<file path="config.mk">
export PLATFORM = sky130hd
export DESIGN_NAME = pcm_tone_gen_flat
export DESIGN_NICKNAME = d
export VERILOG_FILES = /design/src/rtl/pcm_tone_gen_pkg.sv /design/src/rtl/pcm_tone_gen_if.sv /design/src/rtl/pcm_tone_gen_sine_rom.sv /design/src/rtl/pcm_tone_gen.sv /design/src/flat_wrapper.sv
export SDC_FILE = /design/constraint.sdc
export NUM_CORES = 1
export LEC_CHECK = 0
export CORE_UTILIZATION = 48
export CTS_BUF_LIST = sky130_fd_sc_hd__clkbuf_16
export DETAILED_ROUTE_END_ITERATION = 12
export PLACE_DENSITY = 0.67
export SLEW_MARGIN = 20
export SYNTH_ARGS = -nofsm -noshare
export SYNTH_HDL_FRONTEND = slang
export SYNTH_SLANG_ARGS = --single-unit
</file>
<file path="constraint.sdc">
create_clock -name clk -period 18.01 [get_ports clk]
set_clock_uncertainty 0.2 [all_clocks]
set_input_delay 3.602 -clock clk [delete_from_list [all_inputs] [get_ports clk]]
set_output_delay 3.602 -clock clk [all_outputs]
set_load 0.02 [all_outputs]
</file>
<file path="src/rtl/pcm_tone_gen_pkg.sv">
`default_nettype none
// ============================================================================
// Module   : pcm_tone_gen_pkg
// Brief    : Shared encodings for the PCM test-tone generator: waveform modes,
//            frame FSM states and the full-scale helper.
// Revision : 1.0 - initial release
// ============================================================================
package pcm_tone_gen_pkg;

    // Waveform selection, one 2-bit field per channel
    localparam logic [1:0] c_mode_sine   = 2'd0;
    localparam logic [1:0] c_mode_square = 2'd1;
    localparam logic [1:0] c_mode_saw    = 2'd2;
    localparam logic [1:0] c_mode_mute   = 2'd3;

    // Frame FSM encoding
    localparam logic [1:0] c_st_idle = 2'd0;
    localparam logic [1:0] c_st_calc = 2'd1;
    localparam logic [1:0] c_st_hold = 2'd2;

    // Largest positive value of a signed sample of the given width
    function automatic int full_scale(input int sample_w);
        return (1 << (sample_w - 1)) - 1;
    endfunction

endpackage
`default_nettype wire

</file>
<file path="src/rtl/pcm_tone_gen_if.sv">
`default_nettype none
// ============================================================================
// Module   : pcm_tone_gen_if
// Brief    : Frame handshake between the tone generator and the sample FIFO.
// Revision : 1.0 - initial release
// ============================================================================
interface pcm_tone_gen_if #(
    parameter int NUM_CH   = 2,
    parameter int SAMPLE_W = 20
);
    logic [NUM_CH*SAMPLE_W-1:0] out_data;
    logic                       out_valid;
    logic                       out_ready;

    modport master (output out_data, output out_valid, input out_ready);
    modport slave  (input out_data, input out_valid, output out_ready);
endinterface
`default_nettype wire

</file>
<file path="src/rtl/pcm_tone_gen_sine_rom.sv">
`default_nettype none
// ============================================================================
// Module   : sine_quarter_rom
// Brief    : Quarter-wave sine table sampled at bin centres, built at
//            elaboration, read synchronously (registered output).
// Revision : 1.0 - initial release
// ============================================================================
module sine_quarter_rom import pcm_tone_gen_pkg::*; #(
    parameter int SAMPLE_W   = 20,
    parameter int LUT_ADDR_W = 4
) (
    input  wire logic                  clk,
    input  wire logic                  rst,
    input  wire logic [LUT_ADDR_W-1:0] i_addr,
    output logic      [SAMPLE_W-1:0]   o_data
);
    localparam int  c_depth   = 1 << LUT_ADDR_W;
    localparam real c_pi      = 3.14159265358979323846;
    localparam real c_fs_real = real'(full_scale(SAMPLE_W));

    logic [SAMPLE_W-1:0] w_table [c_depth];

    // Half-bin offset keeps the table symmetric about the quadrant edges
    for (genvar k = 0; k < c_depth; k++) begin : g_entry
        localparam real c_angle = c_pi / 2.0 * (real'(k) + 0.5) / real'(c_depth);
        localparam int  c_val   = $rtoi(c_fs_real * $sin(c_angle) + 0.5);
        assign w_table[k] = SAMPLE_W'(c_val);
    end

    // Registered lookup: first stage of the sample pipe
    always_ff @(posedge clk or posedge rst) begin
        if (rst) begin
            o_data <= '0;
        end else begin
            o_data <= w_table[i_addr];
        end
    end

endmodule
`default_nettype wire

</file>
<file path="src/rtl/pcm_tone_gen.sv">
`default_nettype none
// ============================================================================
// Module   : pcm_tone_gen
// Brief    : Multi-channel DDS test-tone source. One channel is computed per
//            cycle through lookup/scale/store stages; a full frame is offered
//            on a valid/ready handshake for every accepted sample tick.
// Revision : 1.0 - initial release
// ============================================================================
module pcm_tone_gen import pcm_tone_gen_pkg::*; #(
    parameter int NUM_CH     = 2,
    parameter int SAMPLE_W   = 20,
    parameter int PHASE_W    = 24,
    parameter int LUT_ADDR_W = 4,
    parameter int AMP_W      = 8
) (
    input  wire logic                       clk,
    input  wire logic                       rst,
    input  wire logic                       enable,
    input  wire logic                       sample_tick,
    input  wire logic                       phase_clr,
    input  wire logic [NUM_CH*PHASE_W-1:0]  freq_word,
    input  wire logic [NUM_CH*AMP_W-1:0]    amp,
    input  wire logic [NUM_CH*2-1:0]        mode,
    pcm_tone_gen_if.master                  out_if,
    output logic                            busy,
    output logic                            overrun
);
    localparam int c_ch_w   = (NUM_CH > 1) ? $clog2(NUM_CH) : 1;
    localparam int c_prod_w = SAMPLE_W + AMP_W + 1;
    localparam logic [c_ch_w-1:0]          c_last_ch = c_ch_w'(NUM_CH - 1);
    localparam logic signed [SAMPLE_W-1:0] c_fs      = SAMPLE_W'(full_scale(SAMPLE_W));

    logic [1:0]                 r_state;
    logic [1:0]                 w_state_next;
    logic                       r_issuing;
    logic [c_ch_w-1:0]          r_ch;
    logic [NUM_CH*PHASE_W-1:0]  r_freq;
    logic [NUM_CH*AMP_W-1:0]    r_amp;
    logic [NUM_CH*2-1:0]        r_mode;
    logic [PHASE_W-1:0]         r_phase [NUM_CH];
    logic                       r_clr_pending;
    logic                       r_overrun;

    logic                       r_s1_vld, r_s1_last, r_s1_upper;
    logic [c_ch_w-1:0]          r_s1_ch;
    logic [SAMPLE_W-1:0]        r_s1_saw;
    logic [1:0]                 r_s1_mode;
    logic [AMP_W-1:0]           r_s1_amp;
    logic [SAMPLE_W-1:0]        w_rom_q;

    logic                       r_s2_vld, r_s2_last;
    logic [c_ch_w-1:0]          r_s2_ch;
    logic [SAMPLE_W-1:0]        r_s2_sample;

    logic [NUM_CH*SAMPLE_W-1:0] r_out_data;
    logic                       r_stored_last;

    logic                       w_busy, w_tick_ok, w_accept, w_clr_now;
    logic [PHASE_W-1:0]         w_phase, w_freq;
    logic [1:0]                 w_quad;
    logic [LUT_ADDR_W-1:0]      w_idx, w_rom_addr;
    logic signed [SAMPLE_W-1:0] w_wave;
    logic signed [c_prod_w-1:0] w_prod;
    logic signed [SAMPLE_W-1:0] w_sample;

    assign w_busy    = (r_state != c_st_idle);
    assign w_tick_ok = sample_tick && enable && !w_busy;
    assign w_accept  = (r_state == c_st_hold) && out_if.out_ready;
    // A clear seen while busy waits for the frame hand-off so the frame in flight keeps its phases
    assign w_clr_now = (phase_clr && !w_busy) || (w_accept && (phase_clr || r_clr_pending));

    assign w_phase    = r_phase[r_ch];
    assign w_freq     = r_freq[r_ch*PHASE_W +: PHASE_W];
    assign w_quad     = w_phase[PHASE_W-1 -: 2];
    assign w_idx      = w_phase[PHASE_W-3 -: LUT_ADDR_W];
    assign w_rom_addr = w_quad[0] ? ~w_idx : w_idx;

    // FSM state register
    always_ff @(posedge clk or posedge rst) begin
        if (rst) begin
            r_state <= c_st_idle;
        end else begin
            r_state <= w_state_next;
        end
    end

    // FSM next-state: calc until the last lane lands, hold until accepted
    always_comb begin
        w_state_next = r_state;
        case (r_state)
            c_st_idle: if (w_tick_ok)         w_state_next = c_st_calc;
            c_st_calc: if (r_stored_last)     w_state_next = c_st_hold;
            c_st_hold: if (out_if.out_ready)  w_state_next = c_st_idle;
            default:                          w_state_next = c_st_idle;
        endcase
    end

    // Latch the frame configuration and step the channel issue counter
    always_ff @(posedge clk or posedge rst) begin
        if (rst) begin
            r_issuing <= 1'b0;
            r_ch      <= '0;
            r_freq    <= '0;
            r_amp     <= '0;
            r_mode    <= '0;
        end else if (w_tick_ok) begin
            r_issuing <= 1'b1;
            r_ch      <= '0;
            r_freq    <= freq_word;
            r_amp     <= amp;
            r_mode    <= mode;
        end else if (r_issuing) begin
            if (r_ch == c_last_ch) begin
                r_issuing <= 1'b0;
            end else begin
                r_ch <= r_ch + 1'b1;
            end
        end
    end

    // Sticky overrun and deferred phase clear
    always_ff @(posedge clk or posedge rst) begin
        if (rst) begin
            r_overrun     <= 1'b0;
            r_clr_pending <= 1'b0;
        end else begin
            if (sample_tick && w_busy) r_overrun <= 1'b1;
            if (w_accept) begin
                r_clr_pending <= 1'b0;
            end else if (phase_clr && w_busy) begin
                r_clr_pending <= 1'b1;
            end
        end
    end

    // Phase accumulators: clear has priority, otherwise advance the issued channel
    always_ff @(posedge clk or posedge rst) begin
        if (rst) begin
            for (int i = 0; i < NUM_CH; i++) r_phase[i] <= '0;
        end else if (w_clr_now) begin
            for (int i = 0; i < NUM_CH; i++) r_phase[i] <= '0;
        end else if (r_issuing) begin
            r_phase[r_ch] <= w_phase + w_freq;
        end
    end

    sine_quarter_rom #(
        .SAMPLE_W   (SAMPLE_W),
        .LUT_ADDR_W (LUT_ADDR_W)
    ) u_rom (
        .clk    (clk),
        .rst    (rst),
        .i_addr (w_rom_addr),
        .o_data (w_rom_q)
    );

    // Lookup stage: carry the pre-increment phase fields alongside the ROM read
    always_ff @(posedge clk or posedge rst) begin
        if (rst) begin
            r_s1_vld   <= 1'b0;
            r_s1_last  <= 1'b0;
            r_s1_ch    <= '0;
            r_s1_upper <= 1'b0;
            r_s1_saw   <= '0;
            r_s1_mode  <= '0;
            r_s1_amp   <= '0;
        end else begin
            r_s1_vld   <= r_issuing;
            r_s1_last  <= (r_ch == c_last_ch);
            r_s1_ch    <= r_ch;
            r_s1_upper <= w_quad[1];
            r_s1_saw   <= w_phase[PHASE_W-1 -: SAMPLE_W];
            r_s1_mode  <= r_mode[r_ch*2 +: 2];
            r_s1_amp   <= r_amp[r_ch*AMP_W +: AMP_W];
        end
    end

    // Waveform select; phase MSB doubles as the sine sign and the square level
    always_comb begin
        w_wave = '0;
        case (r_s1_mode)
            c_mode_sine:   w_wave = r_s1_upper ? -$signed(w_rom_q) : $signed(w_rom_q);
            c_mode_square: w_wave = r_s1_upper ? -c_fs : c_fs;
            c_mode_saw:    w_wave = $signed(r_s1_saw);
            default:       w_wave = '0;
        endcase
    end

    // One shared multiplier; floor shift of a full-width product never overflows
    assign w_prod   = w_wave * $signed({1'b0, r_s1_amp});
    assign w_sample = SAMPLE_W'(w_prod >>> AMP_W);

    // Scale stage register
    always_ff @(posedge clk or posedge rst) begin
        if (rst) begin
            r_s2_vld    <= 1'b0;
            r_s2_last   <= 1'b0;
            r_s2_ch     <= '0;
            r_s2_sample <= '0;
        end else begin
            r_s2_vld    <= r_s1_vld;
            r_s2_last   <= r_s1_vld && r_s1_last;
            r_s2_ch     <= r_s1_ch;
            r_s2_sample <= w_sample;
        end
    end

    // Store stage: write the lane and flag completion of the frame
    always_ff @(posedge clk or posedge rst) begin
        if (rst) begin
            r_out_data    <= '0;
            r_stored_last <= 1'b0;
        end else begin
            if (r_s2_vld) r_out_data[r_s2_ch*SAMPLE_W +: SAMPLE_W] <= r_s2_sample;
            r_stored_last <= r_s2_vld && r_s2_last;
        end
    end

    assign out_if.out_data  = r_out_data;
    assign out_if.out_valid = (r_state == c_st_hold);
    assign busy             = w_busy;
    assign overrun          = r_overrun;

endmodule
`default_nettype wire
</file>
<file path="src/flat_wrapper.sv">
// flat-port wrapper written by rule: the top's interface ports become plain ports
module pcm_tone_gen_flat import pcm_tone_gen_pkg::*;
#(
    parameter int NUM_CH     = 2,
    parameter int SAMPLE_W   = 20,
    parameter int PHASE_W    = 24,
    parameter int LUT_ADDR_W = 4,
    parameter int AMP_W      = 8
)
  (clk, rst, enable, sample_tick, phase_clr, freq_word, amp, mode, busy, overrun, out_if_out_data, out_if_out_valid, out_if_out_ready);
  pcm_tone_gen_if #(.NUM_CH(NUM_CH), .SAMPLE_W(SAMPLE_W)) out_if_i ();
  input  wire logic clk;
  input  wire logic rst;
  input  wire logic enable;
  input  wire logic sample_tick;
  input  wire logic phase_clr;
  input  wire logic [NUM_CH*PHASE_W-1:0] freq_word;
  input  wire logic [NUM_CH*AMP_W-1:0] amp;
  input  wire logic [NUM_CH*2-1:0] mode;
  output logic busy;
  output logic overrun;
  output wire logic [$bits(out_if_i.out_data)-1:0] out_if_out_data;
  output wire logic [$bits(out_if_i.out_valid)-1:0] out_if_out_valid;
  input wire logic [$bits(out_if_i.out_ready)-1:0] out_if_out_ready;
  assign out_if_out_data = out_if_i.out_data;
  assign out_if_out_valid = out_if_i.out_valid;
  assign out_if_i.out_ready = out_if_out_ready;
  pcm_tone_gen #(.NUM_CH(NUM_CH), .SAMPLE_W(SAMPLE_W), .PHASE_W(PHASE_W), .LUT_ADDR_W(LUT_ADDR_W), .AMP_W(AMP_W)) u_core (.clk(clk), .rst(rst), .enable(enable), .sample_tick(sample_tick), .phase_clr(phase_clr), .freq_word(freq_word), .amp(amp), .mode(mode), .out_if(out_if_i), .busy(busy), .overrun(overrun));
endmodule
</file>
After elaboration in Yosys (flattened, before gate mapping)

Memory sizes are Yosys's and may differ from the RTL's. A register that Yosys moved wholly into a read port is not among the register bits.
Index checks and enable logic that the tools add are counted.

Register bits: 219
Memory bits (read-only): 320
Output and inout bits: 43
Memories: 1

Memories:

| memory          | depth | width | rd ports | clocked after Yosys merged registers in | write ports | line                        | source |
|---|---|---|---|---|---|---|---|
| (no name shown) | 16    | 20    | 1        | 1                                       | 0           | pcm_tone_gen_sine_rom.sv:35 | `o_data <= w_table[i_addr];` |

Add/subtract/negate cells: 4
Multiply operators: 3
Order comparisons: 2
Equality and inequality tests: 7
Shift operators: 5
Muxes and demuxes: 25
Bitwise operators: 3
Reductions and logical operators: 20

Operators with widths:

| kind                                                                     | number |
|---|---|
| 24-bit two-way mux                                                       | 4 |
| 48-bit two-way mux                                                       | 2 |
| 20-bit case mux with 3 select lines                                      | 1 |
| 48-bit bitwise mux                                                       | 1 |
| 48-bit by 7-bit indexed part select with 24-bit output                   | 1 |
| 40-bit bitwise mux                                                       | 1 |
| 20-bit two-way mux                                                       | 2 |
| 20-bit by 34-bit variable shift with 40-bit output, first input constant | 1 |
| 20-bit by 34-bit indexed part select with 40-bit output                  | 1 |
| 6-bit negation with 34-bit output                                        | 1 |
| 20-bit by 9-bit multiplier with 28-bit output                            | 1 |
| 24-bit adder                                                             | 1 |
| 24-bit demux with 1-bit select                                           | 1 |
| 20-bit negation                                                          | 1 |
| 16-bit by 5-bit indexed part select with 8-bit output                    | 1 |
| 1-bit logical AND                                                        | 10 |
| 1-bit two-way mux                                                        | 8 |
| 2-bit nonzero test                                                       | 4 |
| 2-bit two-way mux                                                        | 3 |
| 2-bit by 1-bit != test with 1-bit output, second input constant          | 3 |
| 2-bit case mux with 3 select lines                                       | 1 |
| 4-bit NOT with 5-bit output                                              | 1 |
| 2-bit by 1-bit equality test with 1-bit output, second input constant    | 2 |
| 2-bit equality test, second input constant                               | 2 |
| 13 further kinds                                                         | 15 |

Longest topological paths before layout

Gate-level depths: netlist of the first run.

Word-level depth: 8
Depth in mapped cells: 27

By module

From an unflattened synthesis of the first run, not the netlist that was laid out.

Cell total of the unflattened synthesis: 1,842
Area, all modules: 17,107.7 µm²

By module, submodules not included:

| module           | instances | cells an instance | area an instance (µm²) |
|---|---|---|---|
| pcm_tone_gen     | 1         | 1,737             | 16,082.9 |
| sine_quarter_rom | 1         | 105               | 1,024.7 |

Least setup slack after synthesis of the first run

Ideal clock, no wire load.

Path kind: register to register
Start: register u_core.u_rom.o_data[5]
End: register u_core.r_s2_sample[15]
Arrival: 6,020 ps
Slack: 11,655 ps
Stages on the path, launching flop included: 25
Buffers on the path: 1
Period minus slack after synthesis: 6,355 ps
Cell sequence: dfrtp_1 > or3_1 > or4_1 > buf_2 > nor3_1 > nor2b_1 > o21ai_0 > o21ai_0 > o21ai_2 > nand2_1 > fa_1 > inv_1 > fa_1 > fa_1 > inv_1 > fa_1 > inv_1 > ha_1 > a21oi_1 > o21ai_0 > or3_1 > o2111ai_1 > nor2b_1 > o31ai_1 > xor2_1

Longest elaborated chain between the ends: 4

RTL lines:

| item                                              | line                        | source |
|---|---|---|
| from (decl)                                       | pcm_tone_gen_sine_rom.sv:15 | `output logic [SAMPLE_W-1:0] o_data` |
| 20-bit negation                                   | pcm_tone_gen.sv:182         | `c_mode_sine: w_wave = r_s1_upper ? -$signed(w_rom_q) : $signed(w_rom_q);` |
| 20-bit two-way mux (*)                            | pcm_tone_gen.sv:182         |  |
| 20-bit case mux with 3 select lines (*)           | pcm_tone_gen.sv:181         | `case (r_s1_mode)` |
| 20-bit by 9-bit multiplier with 28-bit output (*) | pcm_tone_gen.sv:190         | `assign w_prod = w_wave * $signed({1'b0, r_s1_amp});` |
| via u_core.w_prod[23]                             | pcm_tone_gen.sv:63          | `logic signed [c_prod_w-1:0] w_prod;` |
| to (signal assigned)                              | pcm_tone_gen.sv:204         | `r_s2_sample <= w_sample;` |
| to (decl)                                         | pcm_tone_gen.sv:53          | `logic [SAMPLE_W-1:0] r_s2_sample;` |

Mark *: on every way through the listed nets, which the timed path passes. The rest lies on a longest branch.
A chain may end at the register's enable or synchronous reset.

Final worst setup path of the first run

Start: register u_core.r_s1_saw[19]
End: register u_core.r_s2_sample[14]

Longest elaborated chain between the ends: 2

RTL lines:

| item                                          | line                | source |
|---|---|---|
| from (decl)                                   | pcm_tone_gen.sv:46  | `logic [SAMPLE_W-1:0] r_s1_saw;` |
| from (signal assigned)                        | pcm_tone_gen.sv:172 | `r_s1_saw <= w_phase[PHASE_W-1 -: SAMPLE_W];` |
| 20-bit case mux with 3 select lines           | pcm_tone_gen.sv:181 |  |
| 20-bit by 9-bit multiplier with 28-bit output | pcm_tone_gen.sv:190 |  |
| via u_core.w_prod[22]                         | pcm_tone_gen.sv:63  |  |

The timed path passes the listed nets, and every way through them passes these cells.

==> impl_metrics.json, run 1 <==
{
  "outcome": "completed",
  "final-seq-area_um2": 5932,
  "finalSetupTns_ns": 0,
  "die_area_um2": 35120,
  "core_area_um2": 33700,
  "syn_area_um2": 16500,
  "nets": 2133,
  "finalCritPeriodShare_pct": 41.38,
  "maxCapViolCount": 0,
  "grt_first_pass_wirelength_mm": 61.93,
  "multiInputGateArea_um2": 9549,
  "chipWidth_um": 187.4,
  "gr-total-overflow": 0,
  "ctsHoldBuffers": 0,
  "synthXorXnorAreaFrac_pct": 2.601,
  "routed-via-count": 12210,
  "synthSimpleGateAreaFrac_pct": 17.11,
  "grtUsageTotal_pct": 21.40,
  "synth-seq-area-share_pct": 35.94,
  "wire_per_inst_um": 15.68,
  "numPortBuffers": 116,
  "wirelength_mm": 36.38,
  "fmax_ghz": 0.1342,
  "finalSetupViolCount": 0,
  "layout_min_cycle_time_ns": 7.453,
  "grt_max_degree": 112,
  "synth_top_flop_cell": "dfrtp_1",
  "cp-end-kind": "register",
  "synth.distinct_cells": 66,
  "syn_nets": 2053,
  "grt_pass1_vias": 12670,
  "area_growth_pct": 15.06,
  "relSlewSlack_pct": 31.63,
  "antenna_cells": 0,
  "io_pins": 117,
  "clk_path_buf_depth": 3,
  "synth_compound_area_share_pct": 9.735,
  "h-tree-depth": 1,
  "via_per_inst": 5.265,
  "whs_path_depth": 0,
  "drtIter0Drc": 585,
  "start_util_pct": 48.97,
  "tritoncts": "built",
  "rows": 67,
  "rsz0062_at_grt": "no",
  "final_cell_area_um2": 18990,
  "critical_path_class": "register to register",
  "syn_area_per_cell_um2": 9.313,
  "cts_buffers": 26,
  "worst_r2r_path_depth": 21,
  "fillers": 3026,
  "ys_seq_elements": 237,
  "maxSlewViolCount": 0,
  "cts.sinks": 237,
  "final_common_cell": "nand2_1",
  "synth_top_family_by_area": "adder cells",
  "worst_pin_slew_ns": 1.025,
  "antenna_left": 0,
  "gp_congestion": 0.8708,
  "clkLatencyLatePin_ns": 0.55,
  "layout-drive-gt1-share_pct": 9.028,
  "yosys_warnings": 0,
  "cp-start-kind": "register",
  "cts_resized": 0,
  "grt_antenna_before_repair": 1,
  "clkTransAtPathRegs_ns": 0.06,
  "die_h_um": 187.4,
  "mostFrequentLayoutCells": "nand2_1, dfrtp_1, inv_1",
  "cts_setup_buffers": 0,
  "dpl_cell_area_um2": 18040,
  "crit_arrival_ns": 7.67,
  "hpwlAfterDp_mm": 26.88,
  "synthAdderAreaFrac_pct": 21.34,
  "required_ns": 18.22,
  "crit_fanout": 20,
  "drc": 0,
  "synthMuxAreaShare_pct": 6.907,
  "finalHoldViolCount": 0,
  "synth_cells": 1772,
  "dr.pass1.iters": 7,
  "synth_edf_count": 0,
  "clockRootBuffer": "clkbuf_16",
  "hp-class": "register to register",
  "async_flop_share_pct": 100.0
}
worst max-delay path, stage by stage, from the launching register on:
cell       delay [ns]
dfrtp_1          0.75
clkinv_1         0.63
a211oi_1         0.38
a31oi_1          0.07
o22a_1           0.21
o21ai_1          0.44
nand2_1          0.16
fa_1             0.55
inv_1            0.05
fa_1             0.46
fa_1             0.54
inv_1            0.05
fa_1             0.53
inv_1            0.04
ha_1             0.38
o211a_1          0.20
nand3_1          0.07
o21ai_0          0.55
o2111ai_1        0.36
o21ai_0          0.39
a21oi_1          0.15
xnor2_1          0.15
worst paths after layout:
check	startpoint	end	slack, ns
setup / recovery	u_core.r_s1_saw[19]	u_core.r_s2_sample[14]	10.56
min in group asynchronous	rst	u_core.out_if.out_data[38]	3.38
setup reg to reg	u_core.r_s1_saw[19]	u_core.r_s2_sample[14]	10.56
max in group asynchronous	rst	u_core.out_if.out_data[34]	12.85
hold reg to reg	u_core.r_s1_last	u_core.r_s2_ch	0.18
hold / removal	u_core.r_s1_last	u_core.r_s2_ch	0.18
cells by family after synthesis:
| kind of cell | after synthesis |
|---|---|
| simple gates | 643 |
| compound gates | 255 |
| fa+ha+maj | 207 |
| buf+inv | 279 |
| mux | 102 |
| flops | 237 |
| xor+xnor | 49 |
cell type report:
cell class | instances | share of cell area, %
multi-input combinational | 1256 | 50.29
sequential | 237 | 31.24
timing repair buffer | 127 | 6.550
inverter | 204 | 4.072
clock buffer | 26 | 3.427
tap | 448 | 2.952
clock inverter | 22 | 1.463
flip-flops by register name, summed over array words and instances, names as in the netlist:
signal,flops
u_core.r_freq,48
u_core.r_phase,48
u_core.out_if.out_data,40
u_core.r_s1_saw,20
u_core.r_s2_sample,20
u_core.u_rom.o_data,19
u_core.r_amp,16
u_core.r_s1_amp,8
u_core.r_mode,4
u_core.r_s1_mode,2
u_core.r_state,2
u_core.overrun,1
u_core.r_ch,1
u_core.r_clr_pending,1
u_core.r_issuing,1
u_core.r_s1_last,1
u_core.r_s1_vld,1
u_core.r_s2_ch,1
u_core.r_s2_last,1
u_core.r_s2_vld,1
u_core.r_stored_last,1
metal layers:
layer | part of all wire (%) | track usage (%) | vias up | wire [um]
li1 | - | - | 5876 | -
met5 | 0.036 | 0 | - | 13
met3 | 4.2 | 2.739 | 56 | 1511
met1 | 44 | 27.57 | 5999 | 15860
met2 | 49 | 37.15 | 281 | 17930
met4 | 2.9 | 7.348 | 2 | 1062
per-stage QoR:
stage / std cells / util [%] / worst slack [ns] / hold WS, ns
after floorplan: 1772 / - / 7.705 / 0.1461
after global placement: 2272 / 53.54 / 10.84 / 0.1635
after detailed placement: 2272 / 53.54 / 10.62 / 0.1597
after CTS: 2320 / 56.30 / 10.56 / 0.1780
after global routing: 2320 / 56.34 / 9.943 / 0.1915
final: 2320 / 56.34 / 10.56 / 0.1793
cells in the mapped netlist (11+ instances only):
library cell  instances  share of area (%)
nand2_1             416                9.5
and2_1               67                2.5
nand3_1              13               0.39
ha_1                 83                6.3
mux2_2               92                6.3
o211ai_1             11               0.50
xnor2_1              32                1.7
a21o_1               18               0.82
o21ai_0              36                1.1
clkbuf_1             64                1.5
dfrtp_1             237                 36
a21oi_1              94                2.9
xor2_1               17               0.90
nor2b_1              12               0.45
nor2_1               69                1.6
fa_1                124                 15
inv_1               203                4.6
nor3_1               22               0.67
a31oi_1              13               0.49
o22ai_1              11               0.42
Power of run 1 is not shown: default switching activity piles up to over one toggle a cycle in this logic, so the estimate is an artifact.
==> run 2: changes to the inputs <==
Clock period 18.01 ns to 7.2 ns, I/O delays scaled along.
==> run 2 against run 1 <==
Against the previous run: highest routed layer is now met4; non-clock buffer count up 22; first-iteration DRC count shrank 3.9%; utilization grew 0.26 points; critical endpoint is now u_core.r_s2_sample[17]; via count rose by 1.0%.
==> impl_metrics.json, run 2 (synthesis gave the netlist of run 1 again) <==
{
  "routed-via-count": 12340,
  "clk_path_buf_depth": 3,
  "clockRootBuffer": "clkbuf_16",
  "grt_pass1_vias": 12480,
  "outcome": "completed",
  "final-seq-area_um2": 5932,
  "gp_congestion": 0.9028,
  "grt_first_pass_wirelength_mm": 61.67,
  "path_delay_family": "adder cells",
  "drc": 0,
  "grtUsageTotal_pct": 21.26,
  "max_stage_delay_ns": 0.55,
  "finalSetupViolCount": 0,
  "clkTransAtPathRegs_ns": 0.06,
  "ctsHoldBuffers": 0,
  "rows": 67,
  "layout_min_cycle_time_ns": 6.804,
  "h-tree-depth": 1,
  "fillers": 2993,
  "grt_max_degree": 166,
  "fmax_ghz": 0.1470,
  "antenna_cells": 0,
  "finalHoldViolCount": 0,
  "critPathBufInv": 4,
  "crit_arrival_ns": 7.06,
  "relSlewSlack_pct": 28.15,
  "wirelength_mm": 36.41,
  "multiInputGateArea_um2": 9568,
  "tritoncts": "built",
  "drtIter0Drc": 562,
  "die_area_um2": 35120,
  "finalCritPeriodShare_pct": 94.50,
  "grt_antenna_before_repair": 0,
  "start_util_pct": 48.97,
  "cp_slowest_cell": "or4_4",
  "antenna_left": 0,
  "chipWidth_um": 187.4,
  "via_per_inst": 5.274,
  "wire_per_inst_um": 15.56,
  "io_pins": 117,
  "critical_path_class": "register to register",
  "dr.pass1.iters": 5,
  "nets": 2155,
  "cp-start-kind": "register",
  "hp-class": "register to register",
  "maxSlewViolCount": 0,
  "crit_fanout": 5,
  "maxCapViolCount": 0,
  "final_common_cell": "nand2_1",
  "whs_ns": 0.1683,
  "required_ns": 7.45,
  "gr-total-overflow": 0,
  "cts.sinks": 237,
  "core_area_um2": 33700,
  "clkLatencyLatePin_ns": 0.56,
  "layout-drive-gt1-share_pct": 10.04,
  "numPortBuffers": 116,
  "die_h_um": 187.4,
  "cp-end-kind": "register",
  "hpwlAfterDp_mm": 27.03,
  "area_growth_pct": 15.59,
  "cts_buffers": 26,
  "worst_pin_slew_ns": 1.073,
  "crit_path_frequent_cell": "fa_1",
  "mostFrequentLayoutCells": "nand2_1, dfrtp_1, inv_1"
}
run 2: stage by stage:
step	instance area (um2)	TNS (ns)	utilization [%]	cells	setup WS, ns
after detailed placement	18200	0	53.99	2291	0.1401
after global routing	19070	-0.04733	56.60	2340	-0.03688
after floorplan	16510	0	-	1772	0.8447
final	19070	0	56.60	2340	0.3960
after global placement	18200	0	53.99	2291	0.2894
after CTS	19020	0	56.43	2337	0.1223
run 2: path summary, 6_finish.rpt:
check | startpoint | endpoint | slack, ns | cells after the start
max in group asynchronous | rst | u_core.r_phase[32] | 4.32 | 3
worst min register to register | u_core.r_s1_vld | u_core.r_s2_vld | 0.17 | 0
worst max register to register | u_core.u_rom.o_data[5] | u_core.r_s2_sample[17] | 0.40 | 25
worst min-delay path | u_core.r_s1_vld | u_core.r_s2_vld | 0.17 | 0
worst max-delay path | u_core.u_rom.o_data[5] | u_core.r_s2_sample[17] | 0.40 | 25
min in group asynchronous | rst | u_core.u_rom.o_data[13] | 1.15 | 2
run 2: cell type report:
cell class	instances	area share [%]
timing repair buffer	149	7.452
clock buffer	26	3.411
inverter	204	4.034
sequential	237	31.10
multi-input combinational	1256	50.16
tap	448	2.939
clock inverter	20	0.9052
run 2: repair_timing:
item | CTS | global route
buffers inserted | 0 | 3
gates resized for setup | 0 | 6
endpoints found under the setup margin | 0 | 9
run 2: metal layers:
layer | vias to the layer above | global-route usage, % | share of wire, %
li1 | 5922 | - | -
met1 | 6085 | 27.51 | 44
met2 | 274 | 37.85 | 50
met3 | 61 | 2.308 | 3.4
met4 | 0 | 5.629 | 2.6
met5 | - | 0 | 0
Power of run 2 is left out for the same reason.
